File: src/rtl/pla_pkg.sv
// ============================================================================
// Module  : pla_pkg
// Brief   : Cell codes and loader FSM encoding for the PLA personality loader.
// Revision: 1.0 - initial release
// ============================================================================
`default_nettype none

package pla_pkg;

    localparam logic [1:0] CELL_ZERO    = 2'b00;
    localparam logic [1:0] CELL_ONE     = 2'b01;
    localparam logic [1:0] CELL_DC      = 2'b10;
    localparam logic [1:0] CELL_ILLEGAL = 2'b11;

    typedef enum logic [2:0] {
        ST_IDLE  = 3'd0,
        ST_SHIFT = 3'd1,
        ST_WRITE = 3'd2,
        ST_DONE  = 3'd3,
        ST_ERR   = 3'd4
    } state_t;

endpackage

`default_nettype wire

File: src/rtl/pla_row_assembler.sv
// ============================================================================
// Module  : pla_row_assembler
// Brief   : Column counter plus value/care-mask shift registers for one row.
// Revision: 1.0 - initial release
// ============================================================================
`default_nettype none

module pla_row_assembler
    import pla_pkg::*;
#(
    parameter int N_COLS = 4
) (
    input  logic              clk,
    input  logic              rst,
    input  logic              shift,
    input  logic              clear,
    input  logic [1:0]        code,
    output logic [N_COLS-1:0] row_value,
    output logic [N_COLS-1:0] row_mask,
    output logic [N_COLS-1:0] value_next,
    output logic [N_COLS-1:0] mask_next,
    output logic              last_cell,
    output logic              row_full,
    output logic              illegal_seen
);

    localparam int COL_W = $clog2(N_COLS + 1);

    logic [COL_W-1:0]  col_q,   col_d;
    logic [N_COLS-1:0] value_q, value_d;
    logic [N_COLS-1:0] mask_q,  mask_d;

    // Shift left so the first cell of a row ends up in the MSB.
    always_comb begin
        value_next = {value_q[N_COLS-2:0], (code == CELL_ONE)};
        mask_next  = {mask_q[N_COLS-2:0],  (code != CELL_DC)};
        col_d      = col_q;
        value_d    = value_q;
        mask_d     = mask_q;
        if (clear) begin
            col_d   = '0;
            value_d = '0;
            mask_d  = '0;
        end else if (shift) begin
            col_d   = col_q + COL_W'(1);
            value_d = value_next;
            mask_d  = mask_next;
        end
    end

    always_ff @(posedge clk or posedge rst) begin
        if (rst) begin
            col_q   <= '0;
            value_q <= '0;
            mask_q  <= '0;
        end else begin
            col_q   <= col_d;
            value_q <= value_d;
            mask_q  <= mask_d;
        end
    end

    assign row_value    = value_q;
    assign row_mask     = mask_q;
    assign last_cell    = (col_q == COL_W'(N_COLS - 1));
    assign row_full     = (col_q == COL_W'(N_COLS));
    assign illegal_seen = (code == CELL_ILLEGAL);

endmodule

`default_nettype wire

File: src/rtl/pla_personality_loader.sv
// ============================================================================
// Module  : pla_personality_loader
// Brief   : Serial ternary-cell loader issuing row writes to the PLA AND plane.
//           Define ROW_PARITY_EN to require a parity symbol after each row.
// Revision: 1.0 - initial release
// ============================================================================
`default_nettype none

module pla_personality_loader
    import pla_pkg::*;
#(
    parameter int N_ROWS = 3,
    parameter int N_COLS = 4,
    parameter int ADDR_W = 2
) (
    input  logic              clk,
    input  logic              rst,
    input  logic              start,
    input  logic              ser_valid,
    input  logic [1:0]        ser_data,
    output logic              ser_ready,
    output logic              wr_en,
    output logic [ADDR_W-1:0] wr_addr,
    output logic [N_COLS-1:0] wr_value,
    output logic [N_COLS-1:0] wr_mask,
    output logic              busy,
    output logic              done,
    output logic              err
);

    state_t            state_q, state_d;
    logic [ADDR_W-1:0] row_q, row_d;
    logic [ADDR_W-1:0] wr_addr_q, wr_addr_d;
    logic [N_COLS-1:0] wr_value_q, wr_value_d;
    logic [N_COLS-1:0] wr_mask_q, wr_mask_d;

    logic              asm_shift, asm_clear;
    logic [N_COLS-1:0] row_value, row_mask, value_next, mask_next;
    logic [N_COLS-1:0] cap_value, cap_mask;
    logic              last_cell, row_full, illegal_seen;

    pla_row_assembler #(
        .N_COLS (N_COLS)
    ) u_row_assembler (
        .clk          (clk),
        .rst          (rst),
        .shift        (asm_shift),
        .clear        (asm_clear),
        .code         (ser_data),
        .row_value    (row_value),
        .row_mask     (row_mask),
        .value_next   (value_next),
        .mask_next    (mask_next),
        .last_cell    (last_cell),
        .row_full     (row_full),
        .illegal_seen (illegal_seen)
    );

    // A full row is only stored when a parity symbol is being consumed;
    // otherwise the write takes the row including the incoming last cell.
    assign cap_value = row_full ? row_value : value_next;
    assign cap_mask  = row_full ? row_mask  : mask_next;

    always_comb begin
        state_d    = state_q;
        row_d      = row_q;
        wr_addr_d  = wr_addr_q;
        wr_value_d = wr_value_q;
        wr_mask_d  = wr_mask_q;
        asm_shift  = 1'b0;
        asm_clear  = 1'b0;
        ser_ready  = 1'b0;
        busy       = 1'b0;
        wr_en      = 1'b0;
        done       = 1'b0;
        err        = 1'b0;

        case (state_q)
            ST_IDLE: begin
                if (start) begin
                    state_d   = ST_SHIFT;
                    row_d     = '0;
                    asm_clear = 1'b1;
                end
            end

            ST_SHIFT: begin
                ser_ready = 1'b1;
                busy      = 1'b1;
`ifdef ROW_PARITY_EN
                if (ser_valid && row_full) begin
                    if (ser_data == {1'b0, ^row_value}) begin
                        state_d    = ST_WRITE;
                        wr_addr_d  = row_q;
                        wr_value_d = cap_value;
                        wr_mask_d  = cap_mask;
                    end else begin
                        state_d = ST_ERR;
                    end
                end else if (ser_valid) begin
                    if (illegal_seen) begin
                        state_d = ST_ERR;
                    end else begin
                        asm_shift = 1'b1;
                    end
                end
`else
                if (ser_valid) begin
                    if (illegal_seen) begin
                        state_d = ST_ERR;
                    end else begin
                        asm_shift = 1'b1;
                        if (last_cell) begin
                            state_d    = ST_WRITE;
                            wr_addr_d  = row_q;
                            wr_value_d = cap_value;
                            wr_mask_d  = cap_mask;
                        end
                    end
                end
`endif
            end

            ST_WRITE: begin
                busy      = 1'b1;
                wr_en     = 1'b1;
                asm_clear = 1'b1;
                if (row_q == ADDR_W'(N_ROWS - 1)) begin
                    state_d = ST_DONE;
                end else begin
                    row_d   = row_q + ADDR_W'(1);
                    state_d = ST_SHIFT;
                end
            end

            ST_DONE: begin
                done    = 1'b1;
                state_d = ST_IDLE;
            end

            ST_ERR: begin
                err = 1'b1;
                if (start) begin
                    state_d   = ST_SHIFT;
                    row_d     = '0;
                    asm_clear = 1'b1;
                end
            end

            default: state_d = ST_IDLE;
        endcase
    end

    always_ff @(posedge clk or posedge rst) begin
        if (rst) begin
            state_q    <= ST_IDLE;
            row_q      <= '0;
            wr_addr_q  <= '0;
            wr_value_q <= '0;
            wr_mask_q  <= '0;
        end else begin
            state_q    <= state_d;
            row_q      <= row_d;
            wr_addr_q  <= wr_addr_d;
            wr_value_q <= wr_value_d;
            wr_mask_q  <= wr_mask_d;
        end
    end

    assign wr_addr  = wr_addr_q;
    assign wr_value = wr_value_q;
    assign wr_mask  = wr_mask_q;

endmodule

`default_nettype wire

File: config.mk
export PLATFORM = sky130hd
export DESIGN_NAME = pla_personality_loader
export DESIGN_NICKNAME = d
export VERILOG_FILES = /design/src/rtl/pla_pkg.sv /design/src/rtl/pla_row_assembler.sv /design/src/rtl/pla_personality_loader.sv
export SDC_FILE = /design/constraint.sdc
export NUM_CORES = 1
export LEC_CHECK = 0
export CAP_MARGIN = 20
export CORE_UTILIZATION = 35
export DETAILED_ROUTE_END_ITERATION = 16
export PLACE_DENSITY = 0.66
export REMOVE_ABC_BUFFERS = 1
export SYNTH_ARGS = -nofsm -noshare
export SYNTH_HDL_FRONTEND = slang
export SYNTH_HIERARCHICAL = 1
export SYNTH_SLANG_ARGS = --single-unit
export TNS_END_PERCENT = 20
File: constraint.sdc
create_clock -name clk -period 1.7 [get_ports clk]
set_input_delay 0.51 -clock clk [delete_from_list [all_inputs] [get_ports clk]]
set_output_delay 0.51 -clock clk [all_outputs]
set_load 0.1 [all_outputs]
== After elaboration in Yosys (flattened, before gate mapping) ==
Index checks and enable logic that the tools add are counted.
Word-level totals
  bits in registers: 26
  bits of input ports: 6
  output and inout bits: 15
  word-level logic and storage cells: 60
Cells by class
  $add $sub $neg: 2
  equality and inequality tests: 14
  muxes and demuxes: 27
  bitwise gates (word level): 1
  reduce and logical (&&, ||, !) cells: 8
Operator list (count)
  $mux 4: 6
  $mux 3: 6
  $eq 3x2->1 const B: 3
  $mux 1: 9
  $pmux 3 s3: 1
  $eq 3x3->1 const B: 2
  $mux 2: 3
  $ne 2x2->1 const B: 3
  $reduce_and 3->1: 2
  $eq 2x2->1 const B: 2
  $pmux 2 s2: 1
  $reduce_and 4->1: 1
  $reduce_bool 2->1: 2
  $reduce_or 2->1: 2
  $add 3x1->3 const B: 1
  $eq 3x1->1 const B: 1
  $logic_not 3->1: 1
  $ne 3x3->1 const B: 1
  $add 2x1->2 const B: 1
  $eq 2x1->1 const B: 1
  $ne 2x1->1 const B: 1
  $pmux 1 s2: 1
  $not 1->1: 1

== Longest topological paths before layout ==
  depth after elaboration: 6
  depth in mapped cells: 8
  depth with buffers taken out: 5

== Modules after synthesis ==
Netlist, hierarchy kept.
By module, submodules not included
  pla_personality_loader: instances 1, cells each 71, area each 824.5 um^2, sequential area each 375.4 um^2
  pla_row_assembler: instances 1, cells each 55, area each 594.3 um^2, sequential area each 275.3 um^2

== Least setup slack after synthesis ==
No wires, ideal clock.
  kind: reg2out
  from: reg state_q[2]
  to: out busy
  arrival: 2820 ps
  data required time: 1190 ps
  slack: -1630 ps
  cell stages (with the launch flop): 4
  path buffers: 1
  path through: dfrtp_1 clkbuf_1 nand2b_1 o21ai_0
On the way
  word-level cells in the longest chain between the ends: 3
  elaborated cells on any way between the ends: 4
  classes of those cells: 2 x eq/ne; 1 x mux; 1 x reduce/logical
RTL lines
  start: declaration: line pla_personality_loader.sv:31  | state_t state_q, state_d;
  start signal: assignment: line pla_personality_loader.sv:162  | state_q <= state_d;
  $eq 3x2->1 or $eq 3x1->1 (tied branches): line pla_personality_loader.sv:78  | case (state_q)
  $reduce_or 2->1 (no source line) *
  $mux 1 *: line pla_personality_loader.sv:78
  end: declaration: line pla_personality_loader.sv:26  | output logic busy,
Mark *: on every way between the ends. The rest lies on a longest branch, timed or not.

== Worst setup path in the final report ==
  from: reg state_q[1]
  to: out ser_ready
On the way
  word-level cells in the longest chain between the ends: 2
RTL lines
  $eq 3x1->1: line pla_personality_loader.sv:78
  $mux 1: line pla_personality_loader.sv:78
  end: declaration: line pla_personality_loader.sv:21  | output logic ser_ready,
Every way passes these cells.

==> flow_metrics.py <==
metrics = {
    "outcome": {
        "run_status": "finished, violations left",
        "violations": "negative setup slack",
    },
    "grt": {
        "grt_max_degree": 16,
        "grt_pass1_vias": 1054,
        "antenna_found_initial": 0,
        "grt_use_total_pct": 13.8,
        "grt_overflow_total": 0,
        "grt_pass1_wl_um": 4570,
    },
    "cts": {
        "clock-root-buffer": "clkbuf_8",
        "hold_buffers": 0,
        "tritoncts": "done",
        "clk_latency_ps": 270,
        "cts.sinks": 26,
        "clkSlewWorstSetupHoldPaths_ps": 90,
        "cts_buffers": 3,
        "htreeDepth": 1,
        "cts_max_path_buffers": 2,
    },
    "final_layout": {
        "fin_nets": 169,
        "layout_common_cells": "26 x dfrtp_1, 17 x buf_12, 15 x buf_4, 11 x nor2_1",
        "final_common_cell": "dfrtp_1",
        "areaGrowthSynthToFinish_pct": 47.8,
        "fillers": 303,
        "final_cells": 206,
        "post-route-util_pct": 55.6,
        "num_antenna_cells": 0,
        "drive_gt1_share_pct": 44.9,
    },
    "worst_setup_path": {
        "crit_fanout": 3,
        "critPathLaunch": "state_q[1]",
        "r2r_start": "state_q[1]",
        "critPathMaxStageDelay_ps": 420,
        "crit_slowest_cell": "or3_4",
        "cp_data_arrival_time_ps": 1430,
        "reg2reg_depth": 6,
        "worstSetupEndpointType": "primary output",
        "crit_path_start_kind": "flop",
        "worstPathRequired_ps": 1190,
        "critical_path_depth": 4,
        "cp_cell_sequence": "or3_4 > inv_2 > buf_6 > buf_12",
        "worst-path-buf-inv": 3,
        "cp_top_family": "simple AND/OR/NAND/NOR gates",
        "crit_type": "reg -> out",
    },
    "timing": {
        "setup_viol": 20,
        "finalHoldViolCount": 0,
        "worst_pin_slew_ps": 439,
        "max_freq_mhz": 516,
        "drv_slew": 0,
        "relSlewSlack_pct": 70.7,
        "fin_crit_ps": 1940,
        "period_share_pct": 114,
        "setup_slack_ps": -238,
        "clock_skew_ps": 3.31,
        "rsz0062_at_grt": "yes",
    },
    "detailed_routing": {
        "drc": 0,
        "routedWlPerCell_um": 13.7,
        "drtIter0Drc": 33,
        "vias": 1037,
        "first_pass_iters": 4,
        "totalWireLength_um": 2830,
        "ant_nets": 0,
        "via_per_inst": 5.03,
    },
    "floorplan": {
        "chipHeight_um": 65.7,
        "initial_core_util_pct": 37.6,
        "io_pins": 21,
        "coreArea_um2": 3770,
        "fp.dieArea_um2": 4310,
        "rows": 22,
        "die_width_um": 65.7,
    },
    "placement": {
        "io_buffers": 20,
        "gp_congestion": 0.771,
        "placedCellCount": 197,
        "dp_hpwl_um": 1960,
        "dpl_worst_slack_ps": -333,
    },
    "synthesis": {
        "ys_async_sr_fraction_pct": 100,
        "yosys_warnings": 6,
        "synth-edff-count": 0,
        "synthCells": 126,
        "synth_cell_types": 34,
        "mappedNetlistArea_um2": 1420,
        "syn_avg_cell_area_um2": 11.3,
        "ys_ff_latch": 26,
        "synth_seq_area_share_pct": 45.9,
        "synth_flop_cell": "dfrtp_1",
    },
    "pwr": {
        "leakage_nw": 0.964,
        "ir_drop_v": 0.000588,
        "power_density_nw_per_um2": 1510,
    },
    "hold_path": {
        "hold_path_class": "reg -> reg",
        "holdCritStartpoint": "u_row_assembler/row_mask[3]",
        "hold_depth": 2,
    },
    "job": {
        "max-cap-violations": 0,
    },
}
-- registers in the layout, indices dropped and copies added, names as in the netlist --
register	flops
state_q	3
row_q	2
wr_addr	2
u_row_assembler/row_value	4
u_row_assembler/col_q	3
u_row_assembler/row_mask	4
wr_mask	4
wr_value	4
-- logic make-up after synthesis --
| group | Yosys count | share of synthesized area (%) |
|---|---|---|
| xor gates and xnor gates | 1 | 0.617 |
| AOI/OAI and AO/OA | 15 | 7.58 |
| muxes | 25 | 19.2 |
| adders and majority gates | 4 | 3.53 |
| buffers and inverters | 24 | 10.8 |
| and+or+nand+nor | 31 | 12.3 |
| DFF | 26 | 45.9 |
-- per-layer routing --
| metal | global-route usage [%] | routed length (um) | up-vias |
|---|---|---|---|
| li1 | - | - | 488 |
| met1 | 16.1 | 1260 | 529 |
| met2 | 25.1 | 1470 | 18 |
| met3 | 2.08 | 75 | 2 |
| met4 | 4.89 | 17 | 0 |
| met5 | 0 | 0 | - |
-- area by class of cell --
| type | count | area (um^2) | share of cell area [%] |
|---|---|---|---|
| Tap cell | 48 | 60.1 | 2.86 |
| Inverter | 10 | 40.0 | 1.91 |
| Multi-Input combinational cell | 76 | 703 | 33.5 |
| Sequential cell | 26 | 651 | 31.0 |
| Clock inverter | 1 | 30.0 | 1.43 |
| Timing Repair Buffer | 42 | 572 | 27.3 |
| Clock buffer | 3 | 41.3 | 1.97 |
-- tightest hold or removal path: stages (launching register included) --
cell and delay [ps]:
dfrtp_1 360, mux2i_1 80, nor2_1 80
-- synth_stat cells, types with 2 or more instances --
| cell | instances | area [um^2] |
|---|---|---|
| a21oi_1 | 4 | 20.0 |
| a22o_1 | 2 | 17.5 |
| and2_1 | 2 | 12.5 |
| buf_4 | 6 | 45.0 |
| buf_6 | 3 | 33.8 |
| clkbuf_1 | 3 | 11.3 |
| dfrtp_1 | 26 | 651 |
| ha_1 | 4 | 50.1 |
| inv_1 | 8 | 30.0 |
| mux2_2 | 17 | 191 |
| mux2i_1 | 7 | 70.1 |
| nand2_1 | 3 | 11.3 |
| nand2b_1 | 3 | 18.8 |
| nand3_1 | 2 | 10.0 |
| nor2_1 | 12 | 45.0 |
| nor3b_1 | 3 | 22.5 |
| o21ai_0 | 4 | 20.0 |
-- metrics by stage --
| stage | TNS (ps) | power [mW] | area, um^2 | hold slack, ps |
|---|---|---|---|---|
| after floorplan | -21860 | 1.86 | 1310 | 362 |
| after global placement | -5240 | 2.47 | 1890 | 497 |
| after detailed placement | -5660 | 2.50 | 1890 | 529 |
| after CTS | -1040 | 3.14 | 2030 | 555 |
| after global routing | -2300 | 3.31 | 2100 | 607 |
| final | -1170 | 3.16 | 2100 | 559 |
-- path summary, 6_finish.rpt --
path	end	slack [ps]
setup / recovery	ser_ready	-240
hold / removal	u_row_assembler/row_mask[3]	560
setup reg to reg	u_row_assembler/row_mask[0]	-50
hold reg to reg	u_row_assembler/row_mask[3]	560
max in group asynchronous	u_row_assembler/row_mask[0]	820
min in group asynchronous	u_row_assembler/row_value[2]	570
-- where the power goes --
| part | switching [mW] | internal [mW] | total, mW |
|---|---|---|---|
| Sequential | 0.129 | 0.751 | 0.880 |
| Combinational | 0.978 | 0.793 | 1.77 |
| Clock | 0.194 | 0.315 | 0.509 |
| Total | 1.30 | 1.86 | 3.16 |
-- what timing repair did --
item | 4_1_cts | 5_1_grt
setup buffers | 2 | 4
resized for setup | 13 | 14
endpoints found under the setup margin | 15 | 26
cloned | 0 | 0
pin swaps | 6 | 2
No activity file was read; power rests on OpenSTA's default activity.
